File: src/rtl/monta_senha_pkg.sv
// ============================================================================
// Module      : monta_senha_pkg
// Description : Shared types and constants for the keypad password collector
//               (packed password word, key codes, FSM states, buffer ops).
// Revision    : 1.0 - initial release
// ============================================================================
`default_nettype none

package monta_senha_pkg;

  // Digit slots carried in one password word.
  localparam int N_DIGITS = 20;

  // Width of the held-digit counter (0..N_DIGITS).
  localparam int N_W = $clog2(N_DIGITS + 1);

  // Filler value for an unused digit slot.
  localparam logic [3:0] DIGIT_VAZIO = 4'hF;

  // Keypad control codes.
  localparam logic [3:0] KEY_CLEAR = 4'hA;
  localparam logic [3:0] KEY_ENTER = 4'hB;

  // Password word: digits[0] is the first typed digit, at bits [3:0].
  typedef struct packed {
    logic [N_DIGITS-1:0][3:0] digits;
  } senhaPac_t;

  // Collector FSM states; the fourth encoding is unreachable.
  typedef enum logic [1:0] {
    COLETANDO  = 2'd0,
    ENVIANDO   = 2'd1,
    AGUARDANDO = 2'd2
  } monta_estado_t;

  // Commands from the FSM to the digit buffer.
  typedef enum logic [1:0] {
    BUF_NOP   = 2'd0,
    BUF_PUSH  = 2'd1,
    BUF_CLEAR = 2'd2
  } buf_op_t;

  // True for a numeric key code 0x0..0x9.
  function automatic logic is_digit(input logic [3:0] key);
    return (key <= 4'd9);
  endfunction

endpackage : monta_senha_pkg

`default_nettype wire

File: src/rtl/monta_senha_shift_buffer.sv
// ============================================================================
// Module      : shift_buffer_senha
// Description : N_DIGITS x 4-bit password register file. PUSH appends a digit
//               while space remains and slides the window (oldest dropped)
//               once full; CLEAR refills every slot with DIGIT_VAZIO.
// Revision    : 1.0 - initial release
// ============================================================================
`default_nettype none

module shift_buffer_senha
  import monta_senha_pkg::*;
#(
  parameter int N_DIGITS = 20
) (
  input  logic                     clk,
  input  logic                     rst,
  input  buf_op_t                  op,
  input  logic [3:0]               digit,
  output logic [N_DIGITS-1:0][3:0] slots,
  output logic [N_W-1:0]           n_digits
);

  logic [N_DIGITS-1:0][3:0] r_slots;
  logic [N_DIGITS-1:0][3:0] w_slots;
  logic [N_W-1:0]           r_n;
  logic [N_W-1:0]           w_n;

  // Next buffer contents for the requested operation.
  always_comb begin
    w_slots = r_slots;
    w_n     = r_n;
    case (op)
      BUF_PUSH: begin
        if (r_n < N_W'(N_DIGITS)) begin
          w_slots[r_n] = digit;
          w_n          = r_n + N_W'(1);
        end else begin
          // Full: slide the window so the newest digits stay searchable.
          for (int i = 0; i < N_DIGITS - 1; i++) begin
            w_slots[i] = r_slots[i+1];
          end
          w_slots[N_DIGITS-1] = digit;
        end
      end
      BUF_CLEAR: begin
        w_slots = {N_DIGITS{DIGIT_VAZIO}};
        w_n     = '0;
      end
      default: ;
    endcase
  end

  // Buffer register; reset leaves every slot empty.
  always_ff @(posedge clk or negedge rst) begin
    if (!rst) begin
      r_slots <= {N_DIGITS{DIGIT_VAZIO}};
      r_n     <= '0;
    end else begin
      r_slots <= w_slots;
      r_n     <= w_n;
    end
  end

  assign slots    = r_slots;
  assign n_digits = r_n;

endmodule : shift_buffer_senha

`default_nettype wire

File: src/rtl/monta_senha.sv
// ============================================================================
// Module      : monta_senha
// Description : Keypad-side collector. Assembles typed digits into a
//               senhaPac_t, pulses valid_out to verifica_senha on ENTER,
//               holds the word frozen until done_in, then clears.
//               Optional idle timeout: define MONTA_SENHA_TIMEOUT_EN.
// Revision    : 1.0 - initial release
// ============================================================================
`default_nettype none

module monta_senha
  import monta_senha_pkg::*;
#(
  parameter int N_DIGITS       = 20,
  parameter int TIMEOUT_CYCLES = 50_000_000
) (
  input  logic            clk,
  input  logic            rst,
  input  logic            digit_valid,
  input  logic [3:0]      digit,
  input  logic            done_in,
  output senhaPac_t       senha_teste,
  output logic            valid_out,
  output logic            busy,
  output logic [N_W-1:0]  n_digits
);

  // The slot count must agree with the packed word shared with the verifier.
  if (N_DIGITS != monta_senha_pkg::N_DIGITS || TIMEOUT_CYCLES < 2) begin : g_bad_param
    $error("monta_senha: N_DIGITS must match the package and TIMEOUT_CYCLES must be >= 2");
  end

  monta_estado_t r_state;
  monta_estado_t w_state_next;
  buf_op_t       w_op;
  logic          r_valid_out;
  logic          r_busy;
  logic          w_has_digits;
  logic          w_key_digit;
  logic          w_key_clear;
  logic          w_key_enter;
  logic          w_expire;

  assign w_has_digits = (n_digits != '0);
  assign w_key_digit  = digit_valid && is_digit(digit);
  assign w_key_clear  = digit_valid && (digit == KEY_CLEAR);
  assign w_key_enter  = digit_valid && (digit == KEY_ENTER);

`ifdef MONTA_SENHA_TIMEOUT_EN
  localparam int CNT_W = $clog2(TIMEOUT_CYCLES);

  logic [CNT_W-1:0] r_cnt;
  logic             w_key_accept;

  assign w_key_accept = w_key_digit || w_key_clear || w_key_enter;
  assign w_expire     = (r_state == COLETANDO) && w_has_digits &&
                        (r_cnt == CNT_W'(TIMEOUT_CYCLES - 1));

  // Idle counter: runs only on a partial entry, restarts on any key or expiry.
  always_ff @(posedge clk or negedge rst) begin
    if (!rst) begin
      r_cnt <= '0;
    end else if ((r_state != COLETANDO) || !w_has_digits || w_key_accept || w_expire) begin
      r_cnt <= '0;
    end else begin
      r_cnt <= r_cnt + CNT_W'(1);
    end
  end
`else
  assign w_expire = 1'b0;
`endif

  // State register.
  always_ff @(posedge clk or negedge rst) begin
    if (!rst) begin
      r_state <= COLETANDO;
    end else begin
      r_state <= w_state_next;
    end
  end

  // Next state and buffer command; a key always wins over a timeout clear.
  always_comb begin
    w_state_next = r_state;
    w_op         = BUF_NOP;
    case (r_state)
      COLETANDO: begin
        if (w_key_digit) begin
          w_op = BUF_PUSH;
        end else if (w_key_clear) begin
          w_op = BUF_CLEAR;
        end else if (w_key_enter && w_has_digits) begin
          w_state_next = ENVIANDO;
        end else if (w_expire) begin
          w_op = BUF_CLEAR;
        end
      end
      ENVIANDO: begin
        w_state_next = AGUARDANDO;
      end
      AGUARDANDO: begin
        // Keys in the done_in cycle are dropped; the word stays frozen until now.
        if (done_in) begin
          w_op         = BUF_CLEAR;
          w_state_next = COLETANDO;
        end
      end
      default: begin
        w_op         = BUF_CLEAR;
        w_state_next = COLETANDO;
      end
    endcase
  end

  // Registered handshake outputs, aligned with the state they describe.
  always_ff @(posedge clk or negedge rst) begin
    if (!rst) begin
      r_valid_out <= 1'b0;
      r_busy      <= 1'b0;
    end else begin
      r_valid_out <= (w_state_next == ENVIANDO);
      r_busy      <= (w_state_next != COLETANDO);
    end
  end

  shift_buffer_senha #(
    .N_DIGITS (N_DIGITS)
  ) u_buffer (
    .clk      (clk),
    .rst      (rst),
    .op       (w_op),
    .digit    (digit),
    .slots    (senha_teste.digits),
    .n_digits (n_digits)
  );

  assign valid_out = r_valid_out;
  assign busy      = r_busy;

endmodule : monta_senha

`default_nettype wire

File: config.mk
export PLATFORM = sky130hd
export DESIGN_NAME = monta_senha
export DESIGN_NICKNAME = d
export VERILOG_FILES = /design/src/rtl/monta_senha_pkg.sv /design/src/rtl/monta_senha_shift_buffer.sv /design/src/rtl/monta_senha.sv
export SDC_FILE = /design/constraint.sdc
export NUM_CORES = 1
export LEC_CHECK = 0
export CAP_MARGIN = 10
export CORE_AREA = 2 2 100 102
export CTS_BUF_LIST = sky130_fd_sc_hd__clkbuf_4 sky130_fd_sc_hd__clkbuf_8 sky130_fd_sc_hd__clkbuf_16
export DETAILED_ROUTE_END_ITERATION = 6
export DIE_AREA = 0 0 102 104
export HOLD_SLACK_MARGIN = 0.08
export PLACE_DENSITY = 0.77
export SYNTH_ARGS = -nofsm -noshare
export SYNTH_HDL_FRONTEND = slang
export SYNTH_SLANG_ARGS = --single-unit
File: constraint.sdc
create_clock -name clk -period 3.3 [get_ports clk]
set_clock_uncertainty 0.15 [all_clocks]
set_input_delay 0.66 -clock clk [delete_from_list [all_inputs] [get_ports clk]]
set_output_delay 0.66 -clock clk [all_outputs]
set_load 0.01 [all_outputs]
=== Word level (Yosys, flattened, before mapping) ===
Index checks and enable logic that the tools add are counted.

* Register bits after elaboration: 89
* Output and inout bits: 87
* Word-level logic and storage cells: 63
* Input bits: 8

* Order comparisons: 4
* Muxes and demuxes: 16
* Add/subtract/negate cells: 1
* Reduce and logical (&&, ||, !) cells: 10
* Equality and inequality tests: 8

{| class="wikitable"
|+ Operators by type and width
! cell !! count
|-
| $pmux 80 s2 || 1
|-
| $bwmux 80 || 1
|-
| $mux 80 || 1
|-
| $demux 4 s5 || 1
|-
| $mux 2 || 7
|-
| $pmux 2 s3 || 2
|-
| $pmux 5 s2 || 1
|-
| $eq 4x4->1 const B || 2
|-
| $eq 2x1->1 const B || 3
|-
| $lt 5x6->1 const B || 1
|-
| $add 5x1->5 const B || 1
|-
| $ge 5x1->1 const B || 1
|-
| $logic_and 1x1->1 || 5
|-
| $lt 5x5->1 const B || 1
|-
| $mux 5 || 1
|-
| $reduce_bool 5->1 || 1
|-
| $eq 2x2->1 const B || 2
|-
| $le 4x4->1 const B || 1
|-
| $mux 4 || 1
|-
| $reduce_bool 2->1 || 2
|-
| $logic_not 2->1 || 1
|-
| $ne 2x1->1 const B || 1
|-
| $reduce_and 2->1 || 1
|}

=== Longest topological paths before layout ===
* Word-level depth: 8
* Gate-level depth with buffers: 11

=== By module ===
Synthesis repeated with hierarchy kept, for this count alone.

* Cell total of the unflattened synthesis: 489
* Area, all modules: 4967.3 um2

{| class="wikitable"
|+ By module, submodules not included
! module !! sequential area each (um2) !! cells an instance !! area each (um2) !! times used
|-
| shift_buffer_senha || 2227.1 || 472 || 4767.1 || 1
|-
| monta_senha || 100.1 || 17 || 200.2 || 1
|}

=== Worst setup path after synthesis ===
Ideal clock, no wire load.

* Kind: input-to-reg
* Start: in digit_valid
* End: reg u_buffer.r_slots, in the netlist u_buffer.slots[29]
* Setup time: 0.085 ns
* Arrival: 2.568 ns
* Stages on the path: 9
* Data required time: 3.065 ns
* Path slack: 0.497 ns
* Path through: nor3b_1 -> nand4b_1 -> o21ai_0 -> inv_1 -> ha_1 -> or2_0 -> buf_6 -> o21ai_4 -> mux2_1

* Cells in the longest elaborated chain, start to end: 6
* Elaborated cells on any way between the ends: 9
* Those cells by class: 2 x eq/ne; 4 x mux; 3 x reduce/logical

{| class="wikitable"
|+ RTL lines
! item !! RTL line !! source
|-
| start: declaration || monta_senha.sv:19 || <nowiki>input logic digit_valid,</nowiki>
|-
| $logic_and 1x1->1 || monta_senha.sv:46 || <nowiki>assign w_key_clear = digit_valid && (digit == KEY_CLEAR);</nowiki>
|-
| $mux 2 || monta_senha.sv:90 || <nowiki>end else if (w_key_clear) begin</nowiki>
|-
| $mux 2 (*) || monta_senha.sv:88 || <nowiki>if (w_key_digit) begin</nowiki>
|-
| $pmux 2 s3 (*) || monta_senha.sv:86 || <nowiki>case (r_state)</nowiki>
|-
| $eq 2x2->1 or $eq 2x1->1 (tied branches) || monta_senha_shift_buffer.sv:32 || <nowiki>case (op)</nowiki>
|-
| $pmux 80 s2 or $reduce_bool 2->1 (tied branches) || -- ||
|-
| end signal: assignment || monta_senha_shift_buffer.sv:56 || <nowiki>r_slots <= {N_DIGITS{DIGIT_VAZIO}};</nowiki>
|-
| end signal: assignment || monta_senha_shift_buffer.sv:59 || <nowiki>r_slots <= w_slots;</nowiki>
|-
| end: declaration || monta_senha_shift_buffer.sv:23 || <nowiki>logic [N_DIGITS-1:0][3:0] r_slots;</nowiki>
|}

Every way passes the cells marked *; elsewhere a longest branch is shown, timed or not.
A chain may end at the register's enable or synchronous reset.

=== Worst setup path in the final report ===
* Start: in digit_valid
* End: reg u_buffer.r_slots, in the netlist u_buffer.slots[16]

Same word-level chain as after synthesis.

==> results.ini <==
[power]
p_comb_share_pct = 48.8
p_switching_mw = 2.34
clockPowerShare_pct = 14.3
vdd_drop_max_uv = 537
intPower_mw = 4.15
p_sw_share_pct = 36.0
power.total_mw = 6.50
pwr-share-seq_pct = 36.9
power_leakage_nw = 2.44
power_density_mw_per_mm2 = 1020

[yosys]
synth_top_family_by_area = compound AO/OA/AOI/OAI gates
synthTopCellsByCount = a21oi_1, dfstp_2, nor2_1, o21ai_0, mux2_2
synth-compound-area-share_pct = 25.5
post-synth-top-count-cell = a21oi_1
synth_mux_area_share_pct = 7.99
ys.warnings.count = 0
synthDistinctLibCells = 42
yosys.area.top_type = dfstp_2
synthSimpleGateAreaFrac_pct = 13.6
synth-xor-area-share_pct = 0
ys_ff_latch = 89
synth_flop_cell = dfstp_2
syn_inst = 501
synth.avg_cell_area_um2 = 9.94
async_flop_share_pct = 100
syn_area_mm2 = 0.00498
synth_area_leaders = dfstp_2, a21oi_1, mux2_2
synth_nets = 515
ys_seq_area_share_pct = 46.7
synthAdderAreaFrac_pct = 1.51
synth_top_area_share_pct = 42.2
synth-edff-count = 0

[timing]
worst_slew_pin_slew_ns = 0.834
min_period_over_period_pct = 92.9
min_period_ns = 3.07
slew_viol_final = 0
hold_viol = 0
rsz0062_at_grt = no
slew_headroom_pct = 44.4
finalSetupViolCount = 0
clock.fmax_mhz = 326

[layout]
n_fill_cell = 774
layout.nets = 612
drive_gt1_share_pct = 29.4
areaGrowthSynthToFinish_pct = 28.0
n_antenna_cell = 0
postLayoutCellArea_mm2 = 0.00638

[placed_design]
place_area_mm2 = 0.00613
port_buffers = 94
gp_congestion = 0.802
dp_hpwl_um = 9010

[cts]
clockBufferDepth = 2
path_clk_slew_ns = 0.10
cts_repair_resize_count = 0
postCtsSetupRepairBufs = 0
clock_latency_ns = 0.37
cts.sinks = 89
htree_levels = 3
cts_made_buffers = 9
cts_tree = built
clockRootBuffer = clkbuf_8
cts_hold_buf = 0

[detailed_routing]
viasPerCell = 5.88
vias = 4326
dr.first_iter.drc_count = 292
ant_nets = 0
dr.pass1.iters = 5
avgRoutedWirePerCell_um = 17.8
wl_um = 13100
drc = 0

[floorplan]
die_w_um = 102
dieHeight_um = 104
die_area_mm2 = 0.0106
rows = 36
core_mm2 = 0.00955
num_io_pins = 95
initial_utilization_pct = 52.1

[critical_path]
worstPathArrival_ns = 3.22
crit_type = in -> reg
ff2ff_setup_slack_ns = 0.53
timing.rr.end = u_buffer.slots[16]
critPathLaunchType = input pin
rr_startpoint = r_state[0]
required_ns = 3.45
end_kind = register
cp_max_fo = 8
rr_worst_depth = 9

[global_route]
grt-ovfl-total = 0
grt_max_degree = 69
grt_pass1_vias = 4240
track_usage_pct = 25.4
antenna_found_initial = 0
grt_first_pass_wirelength_um = 21500

[outcome]
status = complete, no violations

[min_path]
hp-class = in -> async

[flow_run]
drv_cap = 0

-- critical path, cell delays in order --
cell             delay, ns
clkdlybuf4s50_1       0.45
nor3b_1               0.22
nand4b_1              0.18
o21ai_1               0.25
inv_1                 0.07
ha_1                  0.33
or2_0                 0.29
buf_12                0.18
o21ai_4               0.24
mux2_4                0.34
-- power groups by stage --
stage	clock network (mW)	registers, mW	logic (mW)
2_1_floorplan	0	2.50	1.63
3_3_place_gp	0	2.39	3.07
3_5_place_dp	0	2.41	3.15
4_1_cts	0.941	2.40	3.17
5_1_grt	0.988	2.47	3.44
6_report	0.929	2.40	3.17
-- metrics by stage --
stage | hold slack [ns] | setup TNS (ns) | instances | setup slack, ns | utilization [%]
2_1_floorplan | 0.214 | 0 | 501 | 0.497 | -
3_3_place_gp | 0.345 | -2.31 | 720 | -0.0880 | 64.2
3_5_place_dp | 0.342 | -7.90 | 720 | -0.205 | 64.2
4_1_cts | 0.262 | 0 | 736 | 0.177 | 66.7
5_1_grt | 0.310 | 0 | 736 | 0.0719 | 66.8
6_report | 0.246 | 0 | 736 | 0.233 | 66.8
-- state kept, by name, indices dropped and copies added, names as in the netlist --
signal,count
u_buffer.slots,80
u_buffer.n_digits,5
r_state,2
busy,1
valid_out,1
-- layout by cell type (no fill, tap or decap), types with 5 or more instances in the layout --
master	count
buf_4	28
dfrtp_1	9
clkbuf_8	10
ha_1	5
inv_1	7
o22ai_1	5
nor3_1	7
clkdlybuf4s50_1	93
o21ai_0	47
nand2_1	15
o21ai_4	8
a211oi_1	17
mux2_2	25
a2bb2oi_1	16
a22oi_1	17
a21oi_1	84
nor2_1	69
dfstp_2	80
nand3b_1	16
mux2_4	7
-- worst max path at each step --
stage	start	to	slack (ns)	cells after the start
CTS	digit_valid	u_buffer.slots[29]	0.18	10
global placement	digit_valid	u_buffer.slots[29]	-0.09	10
detailed placement	digit_valid	u_buffer.slots[29]	-0.20	10
global route	digit_valid	u_buffer.slots[16]	0.07	10
finish	digit_valid	u_buffer.slots[16]	0.23	10
floorplan	digit_valid	u_buffer.slots[29]	0.50	9
-- layout make-up --
cell class / instances / area (um2) / area share (%)
inverters: 7 / 26.3 / 0.412
clock inverters: 5 / 103 / 1.61
well taps: 133 / 166 / 2.61
clock buffers: 11 / 145 / 2.28
multi-input cells: 368 / 2430 / 38.1
flip-flops and latches: 89 / 2330 / 36.5
repair buffers: 123 / 1180 / 18.5
-- logic make-up (layout without fill, tap and decap cells) --
group / count (synthesis) / count (layout)
buffers and inverters: 44 / 146
AO/OA/AOI/OAI: 201 / 201
AND/OR/NAND/NOR: 128 / 128
flip-flops: 89 / 89
adder cells (fa/ha/maj): 6 / 6
multiplexers: 33 / 33
-- layer usage --
layer	track usage, %	part of all wire [%]	wire length, um
met1	35.2	43	5630
met2	38.7	49	6360
met3	4.70	5.6	732
met4	11.4	2.7	349
met5	0	0	0
No activity file was read; power rests on OpenSTA's default activity.
